### src/rtl/serial_addsub_ctrl_pkg.sv
// Shared types and elaboration helpers for the nibble-serial add/sub sequencer.
package serial_addsub_ctrl_pkg;

  typedef enum logic [1:0] {
    IDLE = 2'd0,
    RUN  = 2'd1,
    DONE = 2'd2
  } state_t;

  localparam int NIB_BITS  = 4;
  localparam int MIN_WIDTH = 8;

  function automatic int nib_count(input int width);
    return width / NIB_BITS;
  endfunction

  function automatic bit width_ok(input int width);
    return ((width % NIB_BITS) == 0) && (width >= MIN_WIDTH);
  endfunction

endpackage

### src/rtl/serial_addsub_ctrl_if.sv
// Operand request and result handshake bundle for serial_addsub_ctrl.
interface serial_addsub_ctrl_if #(
  parameter int WIDTH = 16
);
  logic             in_valid;
  logic             in_ready;
  logic [WIDTH-1:0] op_a;
  logic [WIDTH-1:0] op_b;
  logic             sub;
  logic             out_valid;
  logic             out_ready;
  logic [WIDTH-1:0] result;
  logic             carry_out;
  logic             overflow;

  modport master (
    output in_valid, op_a, op_b, sub, out_ready,
    input  in_ready, out_valid, result, carry_out, overflow
  );

  modport slave (
    input  in_valid, op_a, op_b, sub, out_ready,
    output in_ready, out_valid, result, carry_out, overflow
  );
endinterface

### src/rtl/serial_addsub_ctrl_slice.sv
// Purely combinational 4-bit ripple adder; B inversion for subtract is done by the caller.
module nibble_addsub_slice (
  input  logic [3:0] a,
  input  logic [3:0] b,
  input  logic       cin,
  output logic [3:0] s,
  output logic       cout
);
  logic [4:0] w_c;

  assign w_c[0] = cin;

  for (genvar i = 0; i < 4; i++) begin : g_bit
    assign s[i]     = a[i] ^ b[i] ^ w_c[i];
    assign w_c[i+1] = (a[i] & b[i]) | (a[i] & w_c[i]) | (b[i] & w_c[i]);
  end

  assign cout = w_c[4];
endmodule

### src/rtl/serial_addsub_ctrl.sv
// WIDTH-bit add/subtract sequenced through one 4-bit slice, LSB nibble first,
// with a registered carry between nibbles and valid/ready on both sides.
module serial_addsub_ctrl
  import serial_addsub_ctrl_pkg::*;
#(
  parameter int WIDTH = 16
) (
  input  logic                clk,
  input  logic                rst,
  serial_addsub_ctrl_if.slave bus
);
  localparam int NIB   = nib_count(WIDTH);
  localparam int CNT_W = (NIB > 1) ? $clog2(NIB) : 1;
  localparam logic [CNT_W-1:0] LAST = CNT_W'(NIB - 1);

  if (!width_ok(WIDTH)) begin : g_width_chk
    $fatal(1, "serial_addsub_ctrl: WIDTH must be a multiple of 4 and at least 8");
  end

  state_t           r_state;
  state_t           w_state_nxt;
  logic [WIDTH-1:0] r_a;
  logic [WIDTH-1:0] r_b;
  logic [WIDTH-1:0] r_result;
  logic             r_sub;
  logic             r_carry;
  logic             r_cout;
  logic             r_ovf;
  logic [CNT_W-1:0] r_cnt;

  logic             w_accept;
  logic             w_step;
  logic             w_last;
  logic [3:0]       w_b_eff;
  logic [3:0]       w_s;
  logic             w_cout;

  // Operands shift right each step so the slice always sees bits [3:0].
  assign w_b_eff = r_b[3:0] ^ {4{r_sub}};

  nibble_addsub_slice u_slice (
    .a    (r_a[3:0]),
    .b    (w_b_eff),
    .cin  (r_carry),
    .s    (w_s),
    .cout (w_cout)
  );

  always_ff @(posedge clk or posedge rst) begin
    if (rst) begin
      r_state <= IDLE;
    end else begin
      r_state <= w_state_nxt;
    end
  end

  always_comb begin
    w_state_nxt   = r_state;
    w_accept      = 1'b0;
    w_step        = 1'b0;
    w_last        = 1'b0;
    bus.in_ready  = 1'b0;
    bus.out_valid = 1'b0;
    case (r_state)
      IDLE: begin
        bus.in_ready = 1'b1;
        if (bus.in_valid) begin
          w_accept    = 1'b1;
          w_state_nxt = RUN;
        end
      end
      RUN: begin
        w_step = 1'b1;
        if (r_cnt == LAST) begin
          w_last      = 1'b1;
          w_state_nxt = DONE;
        end
      end
      DONE: begin
        bus.out_valid = 1'b1;
        if (bus.out_ready) begin
          w_state_nxt = IDLE;
        end
      end
      default: w_state_nxt = IDLE;
    endcase
  end

  always_ff @(posedge clk or posedge rst) begin
    if (rst) begin
      r_a      <= '0;
      r_b      <= '0;
      r_sub    <= 1'b0;
      r_carry  <= 1'b0;
      r_cnt    <= '0;
      r_result <= '0;
      r_cout   <= 1'b0;
      r_ovf    <= 1'b0;
    end else if (w_accept) begin
      r_a     <= bus.op_a;
      r_b     <= bus.op_b;
      r_sub   <= bus.sub;
      r_carry <= bus.sub;
      r_cnt   <= '0;
    end else if (w_step) begin
      r_a      <= r_a >> 4;
      r_b      <= r_b >> 4;
      r_result <= {w_s, r_result[WIDTH-1:4]};
      r_carry  <= w_cout;
      r_cnt    <= r_cnt + 1'b1;
      if (w_last) begin
        r_cout <= w_cout;
        r_ovf  <= (r_a[3] == w_b_eff[3]) && (w_s[3] != r_a[3]);
      end
    end
  end

  assign bus.result    = r_result;
  assign bus.carry_out = r_cout;
  assign bus.overflow  = r_ovf;

endmodule

### src/flat_wrapper.sv
// flat-port wrapper written by rule: the top's interface ports become plain ports
module serial_addsub_ctrl_flat import serial_addsub_ctrl_pkg::*;
#(
  parameter int WIDTH = 16
)
  (clk, rst, bus_in_valid, bus_op_a, bus_op_b, bus_sub, bus_out_ready, bus_in_ready, bus_out_valid, bus_result, bus_carry_out, bus_overflow);
  serial_addsub_ctrl_if #(.WIDTH(WIDTH)) bus_i ();
  input  logic clk;
  input  logic rst;
  input wire logic [$bits(bus_i.in_valid)-1:0] bus_in_valid;
  input wire logic [$bits(bus_i.op_a)-1:0] bus_op_a;
  input wire logic [$bits(bus_i.op_b)-1:0] bus_op_b;
  input wire logic [$bits(bus_i.sub)-1:0] bus_sub;
  input wire logic [$bits(bus_i.out_ready)-1:0] bus_out_ready;
  output wire logic [$bits(bus_i.in_ready)-1:0] bus_in_ready;
  output wire logic [$bits(bus_i.out_valid)-1:0] bus_out_valid;
  output wire logic [$bits(bus_i.result)-1:0] bus_result;
  output wire logic [$bits(bus_i.carry_out)-1:0] bus_carry_out;
  output wire logic [$bits(bus_i.overflow)-1:0] bus_overflow;
  assign bus_i.in_valid = bus_in_valid;
  assign bus_i.op_a = bus_op_a;
  assign bus_i.op_b = bus_op_b;
  assign bus_i.sub = bus_sub;
  assign bus_i.out_ready = bus_out_ready;
  assign bus_in_ready = bus_i.in_ready;
  assign bus_out_valid = bus_i.out_valid;
  assign bus_result = bus_i.result;
  assign bus_carry_out = bus_i.carry_out;
  assign bus_overflow = bus_i.overflow;
  serial_addsub_ctrl #(.WIDTH(WIDTH)) u_core (.clk(clk), .rst(rst), .bus(bus_i));
endmodule
### config.mk
export PLATFORM = sky130hd
export DESIGN_NAME = serial_addsub_ctrl_flat
export DESIGN_NICKNAME = d
export VERILOG_FILES = /design/src/rtl/serial_addsub_ctrl_pkg.sv /design/src/rtl/serial_addsub_ctrl_if.sv /design/src/rtl/serial_addsub_ctrl_slice.sv /design/src/rtl/serial_addsub_ctrl.sv /design/src/flat_wrapper.sv
export SDC_FILE = /design/constraint.sdc
export NUM_CORES = 1
export LEC_CHECK = 0
export BUFFER_PORTS_ARGS = -buffer_cell sky130_fd_sc_hd__buf_2
export CAP_MARGIN = 20
export CORE_MARGIN = 2
export CORE_UTILIZATION = 49
export CTS_CLUSTER_DIAMETER = 100
export CTS_CLUSTER_SIZE = 10
export DETAILED_ROUTE_END_ITERATION = 10
export PLACE_DENSITY = 0.76
export SKIP_LAST_GASP = 1
export SLEW_MARGIN = 20
export SYNTH_ARGS = -nofsm -noshare
export SYNTH_HDL_FRONTEND = slang
export SYNTH_SLANG_ARGS = --single-unit
### constraint.sdc
create_clock -name clk -period 2.6 [get_ports clk]
set_clock_uncertainty 0.15 [all_clocks]
set_input_delay 0 -clock clk [delete_from_list [all_inputs] [get_ports clk]]
set_output_delay 0 -clock clk [all_outputs]
set_load 0.005 [all_outputs]
# [Word-level counts from Yosys, hierarchy flattened]
# Cells that the tools add are included.
[word_totals] out_inout_bits=20 input_bits=37 register_bits=56
[op_classes] bitwise_logic=30 reduce_logical=6 n_mux=19 add_sub_neg=1 n_eq_ne=8
[ops] cell="$mux 16" n=4
[ops] cell="$and 1x1->1" n=12
[ops] cell="$mux 2" n=5
[ops] cell="$mux 1" n=9
[ops] cell="$or 1x1->1" n=8
[ops] cell="$xor 1x1->1" n=8
[ops] cell="$pmux 2 s3" n=1
[ops] cell="$reduce_and 3->1" n=2
[ops] cell="$eq 2x2->1 const B" n=2
[ops] cell="$ne 2x2->1 const B" n=2
[ops] cell="$xor 4x4->4" n=1
[ops] cell="$add 2x1->2 const B" n=1
[ops] cell="$eq 2x1->1 const B" n=1
[ops] cell="$logic_not 2->1" n=1
[ops] cell="$ne 2x1->1 const B" n=1
[ops] cell="$reduce_and 2->1" n=1
[ops] cell="$reduce_bool 2->1" n=1
[ops] cell="$eq 1x1->1" n=1
[ops] cell="$logic_and 1x1->1" n=1
[ops] cell="$ne 1x1->1" n=1
[ops] cell="$not 1->1" n=1

# [Logic depth before layout (Yosys ltp)]
[depth] word_depth=15 ltp_mapped=10 ltp_nobuf=9

# [Cells and area by module]
# Synthesis repeated with hierarchy kept, for this count alone.
[unflattened] hier_cells=260 area_unflattened_um2=2472.4
[by_module_without_submodules] module="serial_addsub_ctrl" area_each_um2=2354.8 cells_per_inst=246 n_inst=1
[by_module_without_submodules] module="nibble_addsub_slice" area_each_um2=117.6 cells_per_inst=14 n_inst=1

# [Worst setup path after synthesis]
# Ideal clock, no wire load.
[synth_path] path_kind="reg-to-reg" startpoint="register u_core.r_sub" endpoint="register u_core.r_ovf (netlist: u_core.bus.overflow)" t_required_ns=2.328 slack_ns=-0.317 setup_ns=0.122 path_stages_with_launch=11 arrival_time_ns=2.646 path_cell_list="dfrtp_1 clkbuf_1 xor2_1 fa_1 fa_1 inv_1 fa_1 inv_1 fa_1 xor2_1 a32o_1"
[synth_between] elab_chain_len=13 elab_cells_between_ends=20 cone_classes="eq/ne (2); bitwise (17); reduce/logical (1)"
[synth_rtl] item="start, declared" line="serial_addsub_ctrl.sv:25" rtl="logic r_sub;"
[synth_rtl] item="start signal, assigned" line="serial_addsub_ctrl.sv:102" rtl="r_sub <= bus.sub;"
[synth_rtl] item="$xor 4x4->4 (*)" line="serial_addsub_ctrl.sv:39" rtl="assign w_b_eff = r_b[3:0] ^ {4{r_sub}};"
[synth_rtl] item="$and 1x1->1" line="serial_addsub_ctrl_slice.sv:15" rtl="assign w_c[i+1] = (a[i] & b[i]) | (a[i] & w_c[i]) | (b[i] & w_c[i]);"
[synth_rtl] item="$or 1x1->1 (2 in a row)" line="serial_addsub_ctrl_slice.sv:15"
[synth_rtl] item="$and 1x1->1" line="serial_addsub_ctrl_slice.sv:15"
[synth_rtl] item="$or 1x1->1 (2 in a row)" line="serial_addsub_ctrl_slice.sv:15"
[synth_rtl] item="$and 1x1->1" line="serial_addsub_ctrl_slice.sv:15"
[synth_rtl] item="$or 1x1->1 (2 in a row)" line="serial_addsub_ctrl_slice.sv:15"
[synth_rtl] item="$xor 1x1->1 (*)" line="serial_addsub_ctrl_slice.sv:14" rtl="assign s[i] = a[i] ^ b[i] ^ w_c[i];"
[synth_rtl] item="named net u_core.u_slice.s[3]" line="serial_addsub_ctrl_slice.sv:6" rtl="output logic [3:0] s,"
[synth_rtl] item="$ne 1x1->1 (*)" line="serial_addsub_ctrl.sv:113" rtl="r_ovf <= (r_a[3] == w_b_eff[3]) && (w_s[3] != r_a[3]);"
[synth_rtl] item="$logic_and 1x1->1 (*)" line="serial_addsub_ctrl.sv:113"
[synth_rtl] item="end signal, assigned" line="serial_addsub_ctrl.sv:113"
[synth_rtl] item="end, declared" line="serial_addsub_ctrl.sv:28" rtl="logic r_ovf;"
# Mark *: on every way through the listed nets, which the timed path passes. The rest lies on a longest branch.
# A chain may end at the register's enable or synchronous reset.

# [Final worst setup path]
# Ends and elaborated chain as after synthesis.

==> flow_metrics.tcl <==
set metrics [dict create \
    crit_start "u_core.r_sub" \
    cp_max_fo 2 \
    final_area_sq_mm 0.00349 \
    synthCells 224 \
    clk_pin_slew_ps 90 \
    synth_most_common_cell "dfrtp_1" \
    synth_area_leaders "dfrtp_1 (52%), a222oi_1 (8.5%), mux2_2 (7.0%)" \
    ir_worst_vdd_mv 0.519 \
    placed_area_sq_mm 0.00304 \
    outcome "complete, but fails checks" \
    clock_path_buffers 2 \
    gp_congestion 0.753 \
    cp.required_ps 2650 \
    fin_ws_ps -49.7 \
    dr.pass1.iters 6 \
    post-route-period-util_pct 102 \
    first_iter_violations 243 \
    violations "setup timing" \
    maxCapViolCount 0 \
    ys_warn_count 0 \
    cts_buffers 5 \
    timing.rr.start "u_core.r_sub" \
    crit_path_end_kind "flip-flop" \
    drive_above_1_share_pct 31.8 \
    ant_nets 0 \
    power_leakage_uw 0.00164 \
    rsz0062_at_grt "yes" \
    criticalPathCategory "reg2reg" \
    slew_headroom_pct 51.4 \
    hpwl_mm 3.59 \
    start_kind "flip-flop" \
    via_per_inst 5.37 \
    timing.rr.end "u_core.bus.overflow" \
    die_h_um 78.5 \
    grt_start_max_net_pins 57 \
    async_flop_share_pct 100 \
    finalWirelength_mm 5.78 \
    vias 2057 \
    ys_ff_latch 56 \
    grt_pass1_wl_mm 9.81 \
    synthTopCellsByCount "dfrtp_1 (56), inv_1 (39), nor2b_1 (25)" \
    num_rows 27 \
    netlist_area_sq_mm 0.00272 \
    reg2reg_depth 9 \
    crit_arrival_ps 2700 \
    track_usage_pct 20.3 \
    hold_violations 0 \
    holdWs_ps 73.8 \
    antenna_found_initial 0 \
    fmax_mhz 377 \
    final_net_count 354 \
    drc 0 \
    clkSinkCount 56 \
    synth_edf_count 0 \
    area_growth_pct 28.6 \
    synth-seq-area-share_pct 51.6 \
    cts_tree "yes" \
    power_density_mw_per_mm2 1210 \
    cts-root-buf "clkbuf_8" \
    synth_nets 267 \
    hp-class "in2reg" \
    insertion_delay_ps 300 \
    period_minus_slack_ps 2650 \
    ys_types 31 \
    pre_cts_ws_ps -51.0 \
    dieArea_sq_mm 0.00616 \
    synth_top_flop_cell "dfrtp_1" \
    coreArea_sq_mm 0.00544 \
    diodes 0 \
    gr-total-overflow 0 \
    grt_pass1_vias 2077 \
    cp-endpoint "u_core.bus.overflow" \
    dieWidth_um 78.5 \
    cts_max_level 2 \
    start_util_pct 50.0 \
    portBuffers 56 \
    rrSetupSlack_ps -50 \
    setup_viol 1 \
    num_io_pins 57 \
    report.final.slew_viol_count 0 \
    synth_top_area_share_pct 51.6 \
    avgSynthCellArea_sq_um 12.1 \
    tightest_slew_ps 727 \
    synth_top_cell_by_area "dfrtp_1" \
    routedWlPerCell_um 15.1 \
]
## cells in the final DEF, fill, tap and decap left out, types with 2 or more instances in the layout
master,netlist,routed
nand4bb_1,8,8
o31ai_1,9,9
nor4b_1,2,2
a222oi_1,23,23
inv_2,0,3
buf_4,2,6
dlygate4sd3_1,0,35
inv_1,39,36
nand3b_1,2,2
clkbuf_8,0,7
xor2_1,4,4
nor3b_2,1,2
dfrtp_1,56,56
buf_2,7,56
fa_2,0,3
ha_1,2,2
nor2b_1,25,24
mux2_2,17,16
## cells by family after synthesis
family	share of synthesized area (%)
buf+inv	10.1
compound gates	13.1
fa+ha+maj	3.87
mux	7.83
simple gates	11.9
flops	51.6
xor+xnor	1.61
## stage by stage
stage          util [%]  std cells  setup TNS (ps)  total power (uW)
6_report           64.3        383           -49.7              4240
5_1_grt            64.3        383            -155              4600
4_1_cts            64.1        383           -49.9              4220
3_5_place_dp       55.9        341           -51.0              3650
3_3_place_gp       55.9        341               0              3560
2_1_floorplan         -        224           -82.0              3160
## repair_timing
| action | in CTS | in global routing |
|---|---|---|
| setup buffers | 0 | 0 |
| hold buffers | 35 | 0 |
| gates resized for setup | 0 | 2 |
| gates cloned | 0 | 0 |
| setup endpoints to repair | 1 | 3 |
| pin swaps | 1 | 0 |
| hold endpoints to repair | 91 | 0 |
## power by group
| group | switching, uW | internal [uW] |
|---|---|---|
| registers | 233 | 1320 |
| logic | 1080 | 1110 |
| clock network | 263 | 238 |
| total | 1570 | 2670 |
## sequential cells by signal (all words and copies together) (netlist names)
register	flops
u_core.bus.result	16
u_core.r_a	16
u_core.r_b	16
u_core.r_cnt	2
u_core.r_state	2
u_core.bus.carry_out	1
u_core.bus.overflow	1
u_core.r_carry	1
u_core.r_sub	1
## worst min path at each step
stage,end,from,cells after the start,slack [ps]
2_1_floorplan,u_core.r_state[1],bus_out_ready,1,-40
3_3_place_gp,u_core.r_state[1],bus_out_ready,2,50
3_5_place_dp,u_core.r_state[1],bus_out_ready,2,50
4_1_cts,u_core.r_b[14],bus_in_valid,3,80
5_1_grt,u_core.r_b[14],bus_in_valid,3,130
6_report,u_core.r_b[14],bus_in_valid,3,70
## area by class of cell
cell class	instances	area, sq um
Fill cell	435	1940
Inverter	39	146
Timing Repair Buffer	98	696
Clock buffer	7	96.3
Multi-Input combinational cell	111	1060
Sequential cell	56	1400
Tap cell	72	90.1
## critical path, cell delays in order, from the launching register on
cell and delay, ps:
dfrtp_1 400, xor2_1 180, fa_2 340, fa_2 350
inv_2 60, fa_2 180, inv_2 40, fa_1 470
xor2_1 160, a32o_1 220
## per-layer routing
metal	part of all wire (%)	up-vias	GRT usage [%]	routed length [um]
met2	51	72	34.1	2940
li1	-	959	-	-
met5	0	-	0	0
met4	1.9	0	7.37	112
met3	5.3	8	3.79	304
met1	42	1018	26.4	2430
(Power assumes the default switching activity.)
